**src/rtl/led_pkg.sv**
```systemverilog
// Shared types and constants for the RGB LED PWM driver.
package led_pkg;

  // Blink gating state. IDLE and ON let the PWM through; OFF blanks all channels.
  typedef enum logic [1:0] {
    IDLE = 2'd0,
    ON   = 2'd1,
    OFF  = 2'd2
  } blink_state_t;

  // Request-change counter width and its saturation ceiling.
  localparam int              CHG_CNT_W   = 8;
  localparam logic [CHG_CNT_W-1:0] CHG_CNT_MAX = 8'd255;

endpackage

```
**src/rtl/led_pwm_channel.sv**
```systemverilog
// One PWM colour channel: a duty shadow register that only reloads at a
// period boundary, the duty compare, and the registered pin driver.
module led_pwm_channel
  import led_pkg::*;
#(
  parameter int PWM_BITS = 4
) (
  input  logic                clk,
  input  logic                rst,
  input  logic [PWM_BITS-1:0] pwm_cnt,
  input  logic                period_end,
  input  logic [PWM_BITS-1:0] duty,
  input  logic                req,
  input  logic                phase,
  output logic                led
);

  localparam logic [PWM_BITS-1:0] DUTY_FULL = '1;

  logic [PWM_BITS-1:0] shadow_p0;
  logic                on_p0;

  // Capture the requested duty only at the end of a period so a period never
  // sees two different thresholds.
  always_ff @(posedge clk or posedge rst) begin
    if (rst) begin
      shadow_p0 <= '0;
    end else if (period_end) begin
      shadow_p0 <= duty;
    end
  end

  // All-ones duty is treated as fully on; otherwise the window is pwm_cnt < duty.
  always_comb begin
    on_p0 = req && phase && ((shadow_p0 == DUTY_FULL) || (pwm_cnt < shadow_p0));
  end

  // ---- stage boundary: compare result -> pin register ----
  // Register the pin so it is glitch-free at the board.
  always_ff @(posedge clk or posedge rst) begin
    if (rst) begin
      led <= 1'b0;
    end else begin
      led <= on_p0;
    end
  end

endmodule

```
**src/rtl/led_rgb_pwm_driver.sv**
```systemverilog
// RGB LED pin driver: samples the colour requests, generates a shared PWM
// timebase, gates the channels with an optional blink, and flags/counts
// changes of the colour request.
module led_rgb_pwm_driver
  import led_pkg::*;
#(
  parameter int CLK_DIV       = 4,
  parameter int PWM_BITS      = 4,
  parameter int BLINK_PERIODS = 8
) (
  input  logic                 clk,
  input  logic                 rst,
  input  logic                 r,
  input  logic                 g,
  input  logic                 be,
  input  logic [PWM_BITS-1:0]  duty_r,
  input  logic [PWM_BITS-1:0]  duty_g,
  input  logic [PWM_BITS-1:0]  duty_b,
  input  logic                 blink_en,
  output logic                 led_r,
  output logic                 led_g,
  output logic                 led_b,
  output logic                 chg,
  output logic [CHG_CNT_W-1:0] chg_cnt
);

  localparam int                PRE_W    = (CLK_DIV > 1) ? $clog2(CLK_DIV) : 1;
  localparam logic [PRE_W-1:0]  PRE_LAST = PRE_W'(CLK_DIV - 1);
  localparam int                BCNT_W   = $clog2(BLINK_PERIODS + 1);
  localparam logic [BCNT_W-1:0] BCNT_LAST = BCNT_W'(BLINK_PERIODS - 1);
  localparam logic [PWM_BITS-1:0] PWM_LAST = '1;

  // Saturating increment for the change counter; holds at the ceiling.
  function automatic logic [CHG_CNT_W-1:0] sat_inc(input logic [CHG_CNT_W-1:0] v);
    if (v == CHG_CNT_MAX) begin
      return v;
    end
    return v + CHG_CNT_W'(1);
  endfunction

  logic [2:0]          req_p0;
  logic [2:0]          req_p1;
  logic [PRE_W-1:0]    pre_cnt;
  logic                tick;
  logic [PWM_BITS-1:0] pwm_cnt;
  logic                period_end;
  blink_state_t        state_q;
  blink_state_t        state_d;
  logic [BCNT_W-1:0]   bcnt_q;
  logic [BCNT_W-1:0]   bcnt_d;
  logic                phase;

  // ---- stage boundary: pins -> req_p0 -> req_p1 ----
  // Sample the requests every clock and keep the previous sample for change detection.
  always_ff @(posedge clk or posedge rst) begin
    if (rst) begin
      req_p0 <= '0;
      req_p1 <= '0;
    end else begin
      req_p0 <= {r, g, be};
      req_p1 <= req_p0;
    end
  end

  // ---- stage boundary: req compare -> chg pulse -> chg_cnt ----
  // One-cycle pulse for each sample that differs from the one before it.
  always_ff @(posedge clk or posedge rst) begin
    if (rst) begin
      chg <= 1'b0;
    end else begin
      chg <= (req_p0 != req_p1);
    end
  end

  // Count change pulses, stopping at the ceiling instead of wrapping.
  always_ff @(posedge clk or posedge rst) begin
    if (rst) begin
      chg_cnt <= '0;
    end else if (chg) begin
      chg_cnt <= sat_inc(chg_cnt);
    end
  end

  assign tick       = (pre_cnt == PRE_LAST);
  assign period_end = tick && (pwm_cnt == PWM_LAST);

  // Prescaler: CLK_DIV clocks per PWM tick.
  always_ff @(posedge clk or posedge rst) begin
    if (rst) begin
      pre_cnt <= '0;
    end else if (tick) begin
      pre_cnt <= '0;
    end else begin
      pre_cnt <= pre_cnt + PRE_W'(1);
    end
  end

  // PWM position within the period; wraps naturally at all-ones.
  always_ff @(posedge clk or posedge rst) begin
    if (rst) begin
      pwm_cnt <= '0;
    end else if (tick) begin
      pwm_cnt <= pwm_cnt + PWM_BITS'(1);
    end
  end

  // Blink state and period counter register.
  always_ff @(posedge clk or posedge rst) begin
    if (rst) begin
      state_q <= IDLE;
      bcnt_q  <= '0;
    end else begin
      state_q <= state_d;
      bcnt_q  <= bcnt_d;
    end
  end

  // Blink next-state: alternate ON/OFF every BLINK_PERIODS period ends while
  // enabled; dropping the enable returns to IDLE (always lit) immediately.
  always_comb begin
    state_d = state_q;
    bcnt_d  = bcnt_q;
    phase   = 1'b1;
    case (state_q)
      IDLE: begin
        bcnt_d = '0;
        if (blink_en) begin
          state_d = ON;
        end
      end
      ON: begin
        if (!blink_en) begin
          state_d = IDLE;
          bcnt_d  = '0;
        end else if (period_end) begin
          if (bcnt_q == BCNT_LAST) begin
            state_d = OFF;
            bcnt_d  = '0;
          end else begin
            bcnt_d = bcnt_q + BCNT_W'(1);
          end
        end
      end
      OFF: begin
        phase = 1'b0;
        if (!blink_en) begin
          state_d = IDLE;
          bcnt_d  = '0;
        end else if (period_end) begin
          if (bcnt_q == BCNT_LAST) begin
            state_d = ON;
            bcnt_d  = '0;
          end else begin
            bcnt_d = bcnt_q + BCNT_W'(1);
          end
        end
      end
      default: begin
        state_d = IDLE;
        bcnt_d  = '0;
      end
    endcase
  end

  led_pwm_channel #(.PWM_BITS(PWM_BITS)) u_ch_r (
    .clk        (clk),
    .rst        (rst),
    .pwm_cnt    (pwm_cnt),
    .period_end (period_end),
    .duty       (duty_r),
    .req        (req_p0[2]),
    .phase      (phase),
    .led        (led_r)
  );

  led_pwm_channel #(.PWM_BITS(PWM_BITS)) u_ch_g (
    .clk        (clk),
    .rst        (rst),
    .pwm_cnt    (pwm_cnt),
    .period_end (period_end),
    .duty       (duty_g),
    .req        (req_p0[1]),
    .phase      (phase),
    .led        (led_g)
  );

  led_pwm_channel #(.PWM_BITS(PWM_BITS)) u_ch_b (
    .clk        (clk),
    .rst        (rst),
    .pwm_cnt    (pwm_cnt),
    .period_end (period_end),
    .duty       (duty_b),
    .req        (req_p0[0]),
    .phase      (phase),
    .led        (led_b)
  );

endmodule

```
**config.mk**
```make
export PLATFORM = sky130hd
export DESIGN_NAME = led_rgb_pwm_driver
export DESIGN_NICKNAME = d
export VERILOG_FILES = /design/src/rtl/led_pkg.sv /design/src/rtl/led_pwm_channel.sv /design/src/rtl/led_rgb_pwm_driver.sv
export SDC_FILE = /design/constraint.sdc
export NUM_CORES = 1
export LEC_CHECK = 0
export ABC_AREA = 1
export ABC_CLOCK_PERIOD_IN_PS = 1420
export CORE_UTILIZATION = 45
export DETAILED_ROUTE_END_ITERATION = 8
export PLACE_DENSITY = 0.78
export SYNTH_ARGS = -nofsm -noshare
export SYNTH_HDL_FRONTEND = slang
export SYNTH_HIERARCHICAL = 1
export SYNTH_SLANG_ARGS = --single-unit
```
**constraint.sdc**
```tcl
create_clock -name clk -period 1.42 [get_ports clk]
set_input_delay 0.284 -clock clk [delete_from_list [all_inputs] [get_ports clk]]
set_output_delay 0.284 -clock clk [all_outputs]
set_load 0.01 [all_outputs]
```
# == Word level (Yosys, flattened, before mapping) ==
# Index checks and enable logic that the tools add are counted.
# W data, S select, Z words.
# totals
reg_bits,42
out_inout_bits,12
word_cells,69
# classes
n_addsub,4
magnitude_cmp,3
n_eq_ne,17
mux,17
reduce_logical,14
# op_table
operator,n
$eq A4 B4 Y1 const B,4
$mux W2,8
$mux W4,4
$lt A4 B4 Y1,3
$ne A3 B3 Y1 const B,4
$add A4 B1 Y4 const B,2
$add A8 B1 Y8 const B,1
$eq A8 B8 Y1 const B,1
$mux W8,1
$logic_and A1 B1 Y1,7
$pmux W2 S3,1
$reduce_and A5 Y1,1
$eq A2 B2 Y1 const B,2
$eq A4 B3 Y1 const B,1
$ne A2 B2 Y1 const B,2
$logic_or A1 B1 Y1,3
$mux W1,3
$ne A3 B2 Y1 const B,1
$ne A3 B3 Y1,1
$add A2 B1 Y2 const B,1
$eq A2 B1 Y1 const B,1
$logic_not A2 Y1,1
$reduce_and A2 Y1,1
$reduce_or A2 Y1,1

# == Depth between registers and ports, before layout ==
# depth
word_depth,5
mapped_depth,9
ltp_nobuf,9

# == Hierarchy ==
# Netlist, hierarchy kept.
# by_module_without_submodules
mod,instances,cells_each,area_per_inst_um2
led_rgb_pwm_driver,1,142,1351.3
led_pwm_channel,3,32,272.8

# == Worst setup path before layout ==
# Ideal clock, no wire load.
# synth_timing
path_type,register to register
from,register pwm_cnt[0]
to,register u_ch_b.shadow_p0[0]
setup_time_ns,0.125
t_arrival_ns,1.375
path_slack_ns,-0.080
path_stages_with_launch,5
path_buffers,0
synth_period_minus_slack_ns,1.500
path_cell_list,dfrtp_1 ha_1 nand3_2 nor2_4 mux2_2
# synth_via
elab_chain_cells,2
# synth_lines
element,line,source
from (decl),led_rgb_pwm_driver.sv:45,logic [PWM_BITS-1:0] pwm_cnt;
from (signal assigned),led_rgb_pwm_driver.sv:103,pwm_cnt <= pwm_cnt + PWM_BITS'(1);
$eq A4 B4 Y1,led_rgb_pwm_driver.sv:85,assign period_end = tick && (pwm_cnt == PWM_LAST);
$logic_and A1 B1 Y1,led_rgb_pwm_driver.sv:85,
via period_end,led_rgb_pwm_driver.sv:46,logic period_end;
to (signal assigned),led_pwm_channel.sv:29,shadow_p0 <= duty;
to (decl),led_pwm_channel.sv:20,logic [PWM_BITS-1:0] shadow_p0;
# The timed path passes the listed nets, and every way through them passes these cells.
# A chain may end at the register's enable or synchronous reset.

# == Worst setup path in the final report ==
# layout_timing
from,register pwm_cnt[1]
to,register u_ch_g.shadow_p0[0]
# layout_via
elab_chain_cells,2
# layout_lines
element,line
$eq A4 B4 Y1,led_rgb_pwm_driver.sv:85
$logic_and A1 B1 Y1,led_rgb_pwm_driver.sv:85
via period_end,led_rgb_pwm_driver.sv:46
to (signal assigned),led_pwm_channel.sv:29
to (decl),led_pwm_channel.sv:20
# The timed path passes the listed nets, and every way through them passes these cells.

==> summary.txt <==
Placement
  • Post-DP Area: 2620 sq um
  • Input/output buffers: 29
  • Final Wtd Congestion: ~0.79
  • Hpwl dp: 3180 um

Timing
  • Max-slew violations: 0
  • Slew @ Worst Pin: about 0.33 ns
  • Achievable frequency: 734 MHz
  • Final setup violation count: 0
  • RSZ-0062 raised after global routing: true
  • Final Skew: roughly 0.0055 ns
  • Final Cycle Share: between 90% and 100%
  • Hold Worst Slack: between 0.3 and 0.4 ns
  • Max_slew headroom: between 70% and 80%
  • Min cycle time layout: 1.36 ns
  • Fin. Hold Viols: 0

Setup path
  • Worst path bufs/invs: 0
  • Delay-heaviest family, CP: flip-flops
  • Crit-path max FO: 7
  • CP max stage delay: 0.36 ns
  • Startpoint types: flop
  • Worst EP arrival: approximately 1.5 ns
  • Kind of critical path: flop to flop
  • Worst-path cell chain: ha_2, nand3_2, nor2_4, mux2_2
  • Critical path endpoint category: flop
  • Slowest cell on the critical path: dfrtp_1
  • Worst Path Required: 1.60 ns

Finish
  • Layout cell share with drive strength beyond 1: between 10% and 20%
  • Net count, final: roughly 330
  • Antenna diode count: 0
  • Core Util, Final: 62.3%
  • Final instance area: approximately 2800 sq um
  • Layout area overhead: 29.2%

Logic synthesis
  • Syn_area_per_cell: ~9 sq um
  • Sequential share of the synthesized area: about half
  • Synth Net Count: approximately 270
  • Post-synthesis cell type count: 24
  • Seq cells post-synth: 42
  • EDFF count, synth: 0
  • Post-synth top flop: dfrtp_1
  • Ys Warns: 6
  • Ys async rst share: 100%
  • Area leader, netlist: dfrtp_1
  • Synth top area share: between 40 and 50%
  • Ranking of synthesized cells by area: dfrtp_1 48%, nand2_1 11%, ha_1 9.8%
  • Post-synthesis cell count: ~240
  • Post-Syn Area: roughly 2200 sq um

Drt
  • DR vias: roughly 1.7k
  • Post-route ant nets: 0
  • Total wire length: roughly 4300 um
  • Residual DRC: 0
  • WL/cell: ~12 um
  • Initial DRC count: 45
  • Drt pass-1 iters: 4
  • Drt via density: roughly 4.9

Clocking
  • CTS H-tree depth: 2
  • Hold Buf Count CTS: 0
  • CTS tree: yes
  • Total CTS buffers: 5
  • CTS root buffer: clkbuf_8
  • Worst-Skew Late Latency: a little under 0.3 ns
  • Clock sinks: 42
  • Clock transition at the registers of the reported paths: 0.07 ns
  • Clock Tree Buf Depth: 2

Power
  • VDD IR max: about 0.65 mV
  • Static leakage: between 0.001 and 0.0015 uW
  • Pwr/cell area: between 1000 and 1500 nW/um^2

GRT
  • Total gr overflow: 0
  • Largest net degree at the start of global routing: 24
  • First-pass GRT wire length: 7330 um
  • Grt met3 use: 5.34%
  • Global Route met2 Usage: 33.2%
  • Vias in the first global route: approximately 1.7k
  • Met1 Use GR: a little over a fifth
  • Gr busiest metal: met2
  • GR Util All Layers: around a fifth
  • Initial antenna violation count: 0

Floorplanning
  • Core area: 4500 sq um
  • Number of core rows: 24
  • IO Pins: 30
  • Initial Util: 48.2%
  • Die area: ~5100 sq um
  • Die height: 71.4 um
  • Chip Width: approximately 71 um

Outcome
  • Status: finished clean

Flow run
  • Number of max-cap violations: 0

Worst hold path
  • Worst min-delay path class: primary input to asynchronous set/reset pin
## kinds of logic after synthesis
family	synth area share (%)
XOR/XNOR	3.63
adder cells (fa/ha/maj)	9.80
buffers and inverters	7.15
flip-flops	48.4
multiplexers	2.08
AND/OR/NAND/NOR	23.0
AO/OA/AOI/OAI	5.94
## cell usage after synthesis (2+ instances only)
master     n
a21oi_1    6
a21oi_2    3
dfrtp_1   42
ha_1      17
inv_1     37
mux2_2     4
nand2_1   63
nand2_2    5
nand3_1    9
nand3b_1   2
nand4_1    6
nor2_1    10
nor2_4     3
nor3_1     2
o21ai_0   13
xnor2_1    4
xor2_1     5
## power by group
group          internal [uW]  switching [uW]  leakage [uW]
registers               1340            84.8      0.000488
logic                    512             573      0.000919
clock network            392             377     0.0000482
## final timing paths
| check | startpoint | end | slack (ns) | cells after the start |
|---|---|---|---|---|
| worst max-delay path | pwm_cnt[1] | u_ch_g/shadow_p0[0] | 0.06 | 4 |
| worst min-delay path | rst | u_ch_b/shadow_p0[3] | 0.33 | 2 |
| worst max register to register | pwm_cnt[1] | u_ch_g/shadow_p0[0] | 0.06 | 4 |
| worst min register to register | req_p0[1] | req_p1[1] | 0.43 | 0 |
| max in group asynchronous | rst | bcnt_q[3] | 0.68 | 3 |
| min in group clk | req_p0[1] | req_p1[1] | 0.43 | 0 |
## layout make-up
cell class                 count  area (sq um)
sequential                    42          1050
tap                           52          65.1
clock inverter                 1          5.00
inverter                      38           150
timing repair buffer          53           472
clock buffer                   7          86.3
fill                         400          1700
multi-input combinational    157           975
## state kept, by name, summed over array words and instances, names as in the netlist
signal	count
u_ch_b/shadow_p0	4
chg	1
state_q	2
u_ch_g/led	1
pwm_cnt	4
u_ch_b/led	1
req_p1	3
pre_cnt	2
chg_cnt	8
u_ch_r/shadow_p0	4
bcnt_q	4
u_ch_r/led	1
req_p0	3
u_ch_g/shadow_p0	4
## metrics by stage
step	setup TNS, ns	power (uW)	cells	setup slack (ns)
after floorplan	-0.299	2000	238	-0.0763
after global placement	0	2410	329	0.0952
after detailed placement	0	2440	329	0.0664
after CTS	0	3220	342	0.0348
after global routing	-0.0821	3500	350	-0.0480
final	0	3280	350	0.0581
## per-layer routing
metal  wire [um]  up-vias
li1            -      867
met2        2230       27
met1        1930      804
met3         117        8
met5           0        -
met4          54        0
## placed cells by master (no fill, tap or decap), drive strengths merged, types with 6 or more instances in the layout
| master | n |
|---|---|
| inv | 38 |
| o21ai | 13 |
| clkbuf | 7 |
| dfrtp | 42 |
| nand3 | 10 |
| nor2 | 13 |
| buf | 24 |
| ha | 17 |
| nand4 | 6 |
| dlygate4sd2 | 12 |
| a21oi | 9 |
| nand2 | 70 |
| clkdlybuf4s50 | 17 |
## timing repair
item / CTS / global route
resized for setup: 13 / 9
setup buffers: 5 / 8
pin swaps: 0 / 5
endpoints found under the setup margin: 12 / 14
Power figures use the tool's default switching activity.
